### src/rtl/gate_share_arbiter.sv
// Round-robin sequencer sharing one registered 2-input AND unit among N_REQ requesters.
// Accepts one operand at a time and returns the result under a valid/ready handshake.
module gate_share_arbiter #(
    parameter int unsigned N_REQ = 4
) (
    input  logic                 i_clk,
    input  logic                 i_rst,
    input  logic [N_REQ-1:0]     i_req_valid,
    input  logic [2*N_REQ-1:0]   i_req_data,
    output logic [N_REQ-1:0]     o_req_ready,
    output logic [N_REQ-1:0]     o_resp_valid,
    output logic                 o_resp_data,
    input  logic                 i_resp_ready,
    output logic                 o_busy,
    output logic [15:0]          o_done_count
);
    localparam int unsigned IDX_W = (N_REQ > 1) ? $clog2(N_REQ) : 1;
    localparam int unsigned CNT_W = 16;
    localparam logic [N_REQ-1:0] ONE = {{(N_REQ-1){1'b0}}, 1'b1};

    typedef enum logic [1:0] {
        S_IDLE,
        S_EVAL,
        S_RESP
    } state_t;

    state_t             r_state;
    logic [IDX_W-1:0]   r_last;
    logic [IDX_W-1:0]   r_win;
    logic [1:0]         r_op;
    logic               r_result;
    logic [N_REQ-1:0]   r_resp_valid;
    logic               r_busy;
    logic [CNT_W-1:0]   r_done_count;

    logic               w_found;
    logic [IDX_W-1:0]   w_win;
    logic [1:0]         w_op;

    // Round-robin search starting just after the last completed grant.
    always_comb begin
        w_found = 1'b0;
        w_win   = '0;
        for (int unsigned i = 1; i <= N_REQ; i++) begin
            if (!w_found && i_req_valid[IDX_W'((32'(r_last) + i) % N_REQ)]) begin
                w_found = 1'b1;
                w_win   = IDX_W'((32'(r_last) + i) % N_REQ);
            end
        end
        w_op = 2'(i_req_data >> {w_win, 1'b0});
    end

    // Grant is combinational and suppressed while reset is held.
    assign o_req_ready = (r_state == S_IDLE && w_found && !i_rst) ? (ONE << w_win) : '0;

    always_ff @(posedge i_clk or posedge i_rst) begin
        if (i_rst) begin
            r_state      <= S_IDLE;
            r_last       <= IDX_W'(N_REQ - 1);
            r_win        <= '0;
            r_op         <= '0;
            r_result     <= 1'b0;
            r_resp_valid <= '0;
            r_busy       <= 1'b0;
            r_done_count <= '0;
        end else begin
            case (r_state)
                S_IDLE: begin
                    if (w_found) begin
                        r_op    <= w_op;
                        r_win   <= w_win;
                        r_busy  <= 1'b1;
                        r_state <= S_EVAL;
                    end
                end
                S_EVAL: begin
                    r_result     <= r_op[0] & r_op[1];
                    r_resp_valid <= ONE << r_win;
                    r_state      <= S_RESP;
                end
                S_RESP: begin
                    if (i_resp_ready) begin
                        r_last       <= r_win;
                        r_done_count <= r_done_count + CNT_W'(1);
                        r_resp_valid <= '0;
                        r_busy       <= 1'b0;
                        r_state      <= S_IDLE;
                    end
                end
                default: r_state <= S_IDLE;
            endcase
        end
    end

    assign o_resp_valid = r_resp_valid;
    assign o_resp_data  = r_result;
    assign o_busy       = r_busy;
    assign o_done_count = r_done_count;

endmodule

### config.mk
export PLATFORM = sky130hd
export DESIGN_NAME = gate_share_arbiter
export DESIGN_NICKNAME = d
export VERILOG_FILES = /design/src/rtl/gate_share_arbiter.sv
export SDC_FILE = /design/constraint.sdc
export NUM_CORES = 1
export LEC_CHECK = 0
export ABC_AREA = 1
export BUFFER_PORTS_ARGS = -buffer_cell sky130_fd_sc_hd__buf_2
export CELL_PAD_IN_SITES_DETAIL_PLACEMENT = 0
export CELL_PAD_IN_SITES_GLOBAL_PLACEMENT = 1
export CORE_AREA = 2 2 73 75
export DETAILED_ROUTE_END_ITERATION = 10
export DIE_AREA = 0 0 75 77
export PLACE_DENSITY_LB_ADDON = 0.12
export SYNTH_ARGS = -nofsm -noshare
export SYNTH_HDL_FRONTEND = slang
export SYNTH_SLANG_ARGS = --single-unit
### constraint.sdc
create_clock -name i_clk -period 2.06 [get_ports i_clk]
set_clock_uncertainty 0.15 [all_clocks]
set_input_delay 0.412 -clock i_clk [delete_from_list [all_inputs] [get_ports i_clk]]
set_output_delay 0.412 -clock i_clk [all_outputs]
set_load 0.01 [all_outputs]
==> impl_metrics.prom <==
# TYPE chip_impl_metric gauge
chip_impl_info{name="outcome",value="complete, but fails checks"} 1
chip_impl_info{name="violated_checks",value="setup timing"} 1
chip_impl_metric{name="drt-wirelength-per-cell",unit="um"} 11.3
chip_impl_metric{name="hold_buffer_count_at_cts",unit=""} 0
chip_impl_metric{name="netlist_instances",unit=""} 202
chip_impl_metric{name="grt_start_max_net_pins",unit=""} 31
chip_impl_metric{name="timing.critical_path.fanout_max",unit=""} 4
chip_impl_metric{name="netlist-cell-type-count",unit=""} 27
chip_impl_metric{name="grt_antenna_before_repair",unit=""} 0
chip_impl_info{name="endpoint_kind",value="output pin"} 1
chip_impl_metric{name="layout_worst_path_cycle_share",unit="%"} 125
chip_impl_metric{name="insertion_delay",unit="ns"} 0.28
chip_impl_metric{name="report.final.setup_viol",unit=""} 6
chip_impl_info{name="start_kind",value="flop"} 1
chip_impl_metric{name="slowest_stage_delay_on_critical_path",unit="ns"} 0.62
chip_impl_metric{name="slew_violations",unit=""} 0
chip_impl_metric{name="post_synth.cell_area_avg",unit="um2"} 8.39
chip_impl_metric{name="n_fill_cell",unit=""} 519
chip_impl_info{name="path_common_cell",value="sky130_fd_sc_hd__nand2_4"} 1
chip_impl_metric{name="ios",unit=""} 41
chip_impl_metric{name="number_of_cts_inserted_buffers",unit=""} 5
chip_impl_metric{name="mapped_cell_area",unit="um2"} 1700
chip_impl_info{name="synth-main-ff-cell",value="sky130_fd_sc_hd__dfrtp_1"} 1
chip_impl_metric{name="drc_errors",unit=""} 0
chip_impl_metric{name="leakagePower",unit="nW"} 1.30
chip_impl_metric{name="post_route_cells_drive_above_1_share",unit="%"} 44.7
chip_impl_info{name="ctsRootBufferMaster",value="sky130_fd_sc_hd__clkbuf_8"} 1
chip_impl_metric{name="cp.required",unit="ns"} 1.50
chip_impl_metric{name="core",unit="um2"} 4980
chip_impl_info{name="chain_of_cells_forming_the_critical_path",value="buf_6, nand2_4, nand2_2, nand2_2, nand2_4, nor2_8, nand3_4, nand2_4, clkinv_4, nand2_8, nor3_4, buf_2"} 1
chip_impl_metric{name="synth_sequential_area_ratio",unit="%"} 44.4
chip_impl_info{name="synth_top_cell_by_area",value="sky130_fd_sc_hd__dfrtp_1"} 1
chip_impl_metric{name="die_area",unit="um2"} 5780
chip_impl_metric{name="gr-total-overflow",unit=""} 0
chip_impl_metric{name="synth-seq-cells",unit=""} 30
chip_impl_metric{name="cell_area_power_density",unit="nW/um2"} 1510
chip_impl_metric{name="totalPowerFinal",unit="mW"} 3.63
chip_impl_metric{name="worst_hold_path.num_cells",unit=""} 2
chip_impl_metric{name="fmax",unit="MHz"} 390
chip_impl_metric{name="dr.pass1.iters",unit=""} 4
chip_impl_info{name="layout_commonest_cell",value="sky130_fd_sc_hd__nand2_1"} 1
chip_impl_metric{name="area_growth",unit="%"} 41.8
chip_impl_metric{name="final_net_count",unit=""} 290
chip_impl_metric{name="dpl.hpwl",unit="um"} 2930
chip_impl_metric{name="viasPerCell",unit=""} 4.43
chip_impl_metric{name="placement.cell_area",unit="um2"} 2170
chip_impl_metric{name="fin_crit",unit="ns"} 2.57
chip_impl_metric{name="whs",unit="ns"} 0.186
chip_impl_metric{name="final.setup.worst_slack",unit="ns"} -0.507
chip_impl_info{name="most-common-layout-cells",value="sky130_fd_sc_hd__nand2_1, sky130_fd_sc_hd__buf_2, sky130_fd_sc_hd__dfrtp_1"} 1
chip_impl_metric{name="fp-row-count",unit=""} 26
chip_impl_metric{name="post-place-cells",unit=""} 328
chip_impl_metric{name="synth-edff-count",unit=""} 0
chip_impl_metric{name="routed_wirelength",unit="um"} 3890
chip_impl_metric{name="finalHoldViolations",unit=""} 0
chip_impl_info{name="ys_top_cells_by_area",value="sky130_fd_sc_hd__dfrtp_1, sky130_fd_sc_hd__nand2_1, sky130_fd_sc_hd__xor2_1"} 1
chip_impl_metric{name="worst_setup_hold_path_clk_slew",unit="ns"} 0.06
chip_impl_metric{name="htree_num_levels",unit=""} 2
chip_impl_metric{name="drt-initial-drc-count",unit=""} 32
chip_impl_metric{name="drv.max_cap_violation_count",unit=""} 0
chip_impl_metric{name="yosys_warns",unit=""} 0
chip_impl_info{name="worst-setup-path-type",value="flop to output pin"} 1
chip_impl_metric{name="syn_nets",unit=""} 218
chip_impl_metric{name="worst_ir_drop_vdd",unit="mV"} 0.906
chip_impl_metric{name="global_route.usage.total",unit="%"} 15.3
chip_impl_metric{name="arrival",unit="ns"} 2.00
chip_impl_metric{name="cts_max_path_buffers",unit=""} 2
chip_impl_metric{name="grt_pass1_wl",unit="um"} 6820
chip_impl_info{name="slowest_cp_cell",value="sky130_fd_sc_hd__dfstp_2"} 1
chip_impl_metric{name="ant_nets",unit=""} 0
chip_impl_metric{name="clock_sink_count",unit=""} 30
chip_impl_metric{name="synth_largest_type_area_fraction",unit="%"} 41.3
chip_impl_metric{name="dieHeight",unit="um"} 77
chip_impl_info{name="min-delay-path-class",value="input port to flop"} 1
chip_impl_metric{name="routed-via-count",unit=""} 1527
chip_impl_metric{name="floorplan.die.width",unit="um"} 75
chip_impl_info{name="grt_setup_unrepaired",value="true"} 1
chip_impl_metric{name="buffers_added_on_ports",unit=""} 40
chip_impl_metric{name="antenna_diode_instance_count",unit=""} 0
chip_impl_metric{name="final_util",unit="%"} 48.3
chip_impl_metric{name="maxSlewHeadroom",unit="%"} 74.6
chip_impl_metric{name="globalplace.congestion",unit=""} 0.749
chip_impl_metric{name="asyncSetResetFlopFracSynth",unit="%"} 100
chip_impl_metric{name="fin_area",unit="um2"} 2400
chip_impl_metric{name="worst_r2r_path_depth",unit=""} 15
chip_impl_info{name="tritoncts_clock_tree",value="done"} 1
chip_impl_metric{name="vias_in_the_first_global_route",unit=""} 1498
chip_impl_metric{name="initial_utilization",unit="%"} 34.1
chip_impl_metric{name="max_slew.worst_pin.slew",unit="ns"} 0.381
chip_impl_metric{name="final_cells",unit=""} 345
[state kept, by name, indices dropped and copies added, names as in the netlist]
name and count:
r_last 2, r_win 2, r_state 2, o_resp_valid 4, o_busy 1, r_op 2
o_resp_data 1, o_done_count 16
[worst max-delay path, delay by kind of cell, from the launching register on]
kind	cells	cell delay, ns
simple gates	9	0.74
flops	1	0.62
buf+inv	3	0.35
[worst paths after layout]
path	from	endpoint	slack, ns
hold / removal	i_resp_ready	r_state[1]	0.19
min in group asynchronous	i_rst	o_done_count[0]	0.24
hold reg to reg	o_done_count[15]	o_done_count[15]	0.31
setup reg to reg	r_last[0]	r_op[1]	-0.06
max in group asynchronous	i_rst	r_last[0]	1.21
setup / recovery	r_last[0]	o_req_ready[2]	-0.51
[where the power goes]
part | internal [mW] | switching [mW]
logic | 0.952 | 1.27
registers | 0.769 | 0.149
clock network | 0.269 | 0.211
total | 1.99 | 1.63
[area by class of cell]
cell class	instances	area (um2)	share of cell area, %
multi-input cells	148	966	40.2
flip-flops and latches	30	753	31.3
well taps	70	87.6	3.64
inverters	23	104	4.32
repair buffers	66	403	16.8
clock buffers	7	86.3	3.59
clock inverters	1	5.00	0.208
[synthesized netlist by cell type, types with 2 or more instances]
cell type,instances
sky130_fd_sc_hd__o21ai_0,7
sky130_fd_sc_hd__nand4_1,7
sky130_fd_sc_hd__nor2_1,10
sky130_fd_sc_hd__nand2_4,5
sky130_fd_sc_hd__xor2_1,12
sky130_fd_sc_hd__dfrtp_1,28
sky130_fd_sc_hd__nand3_4,2
sky130_fd_sc_hd__nand2_1,64
sky130_fd_sc_hd__dfstp_2,2
sky130_fd_sc_hd__nand3_1,12
sky130_fd_sc_hd__o31ai_1,2
sky130_fd_sc_hd__nand3_2,2
sky130_fd_sc_hd__inv_2,4
sky130_fd_sc_hd__nand2_2,9
sky130_fd_sc_hd__inv_1,17
sky130_fd_sc_hd__xnor2_1,3
sky130_fd_sc_hd__nor3_1,6
[timing repair]
action	4_1_cts	5_1_grt
cloned	0	0
setup buffers	8	1
pin swaps	13	19
endpoints found under the setup margin	6	7
gates resized for setup	14	9
[per-layer routing]
metal	vias to the layer above	part of all wire [%]	global-route usage (%)
met5	-	0	0
met1	701	45	19.8
li1	784	-	-
met4	0	1.9	6.43
met2	36	48	23.9
met3	6	5.5	3.68
[cells by family (layout without fill, tap and decap cells)]
family	after synthesis	count (layout)	synth area share [%]
flip-flops	30	30	44.4
AO/OA/AOI/OAI	11	11	3.62
adder cells (fa/ha/maj)	1	1	0.738
AND/OR/NAND/NOR	121	121	37.3
XOR/XNOR	15	15	7.75
buffers and inverters	24	97	6.12
[metrics by stage]
stage | TNS (ns) | setup WS (ns)
floorplan | -0.308 | -0.0870
global placement | -1.17 | -0.274
detailed placement | -1.16 | -0.259
CTS | -2.10 | -0.525
global route | -2.94 | -0.629
finish | -2.05 | -0.507
No activity file was read; power rests on OpenSTA's default activity.
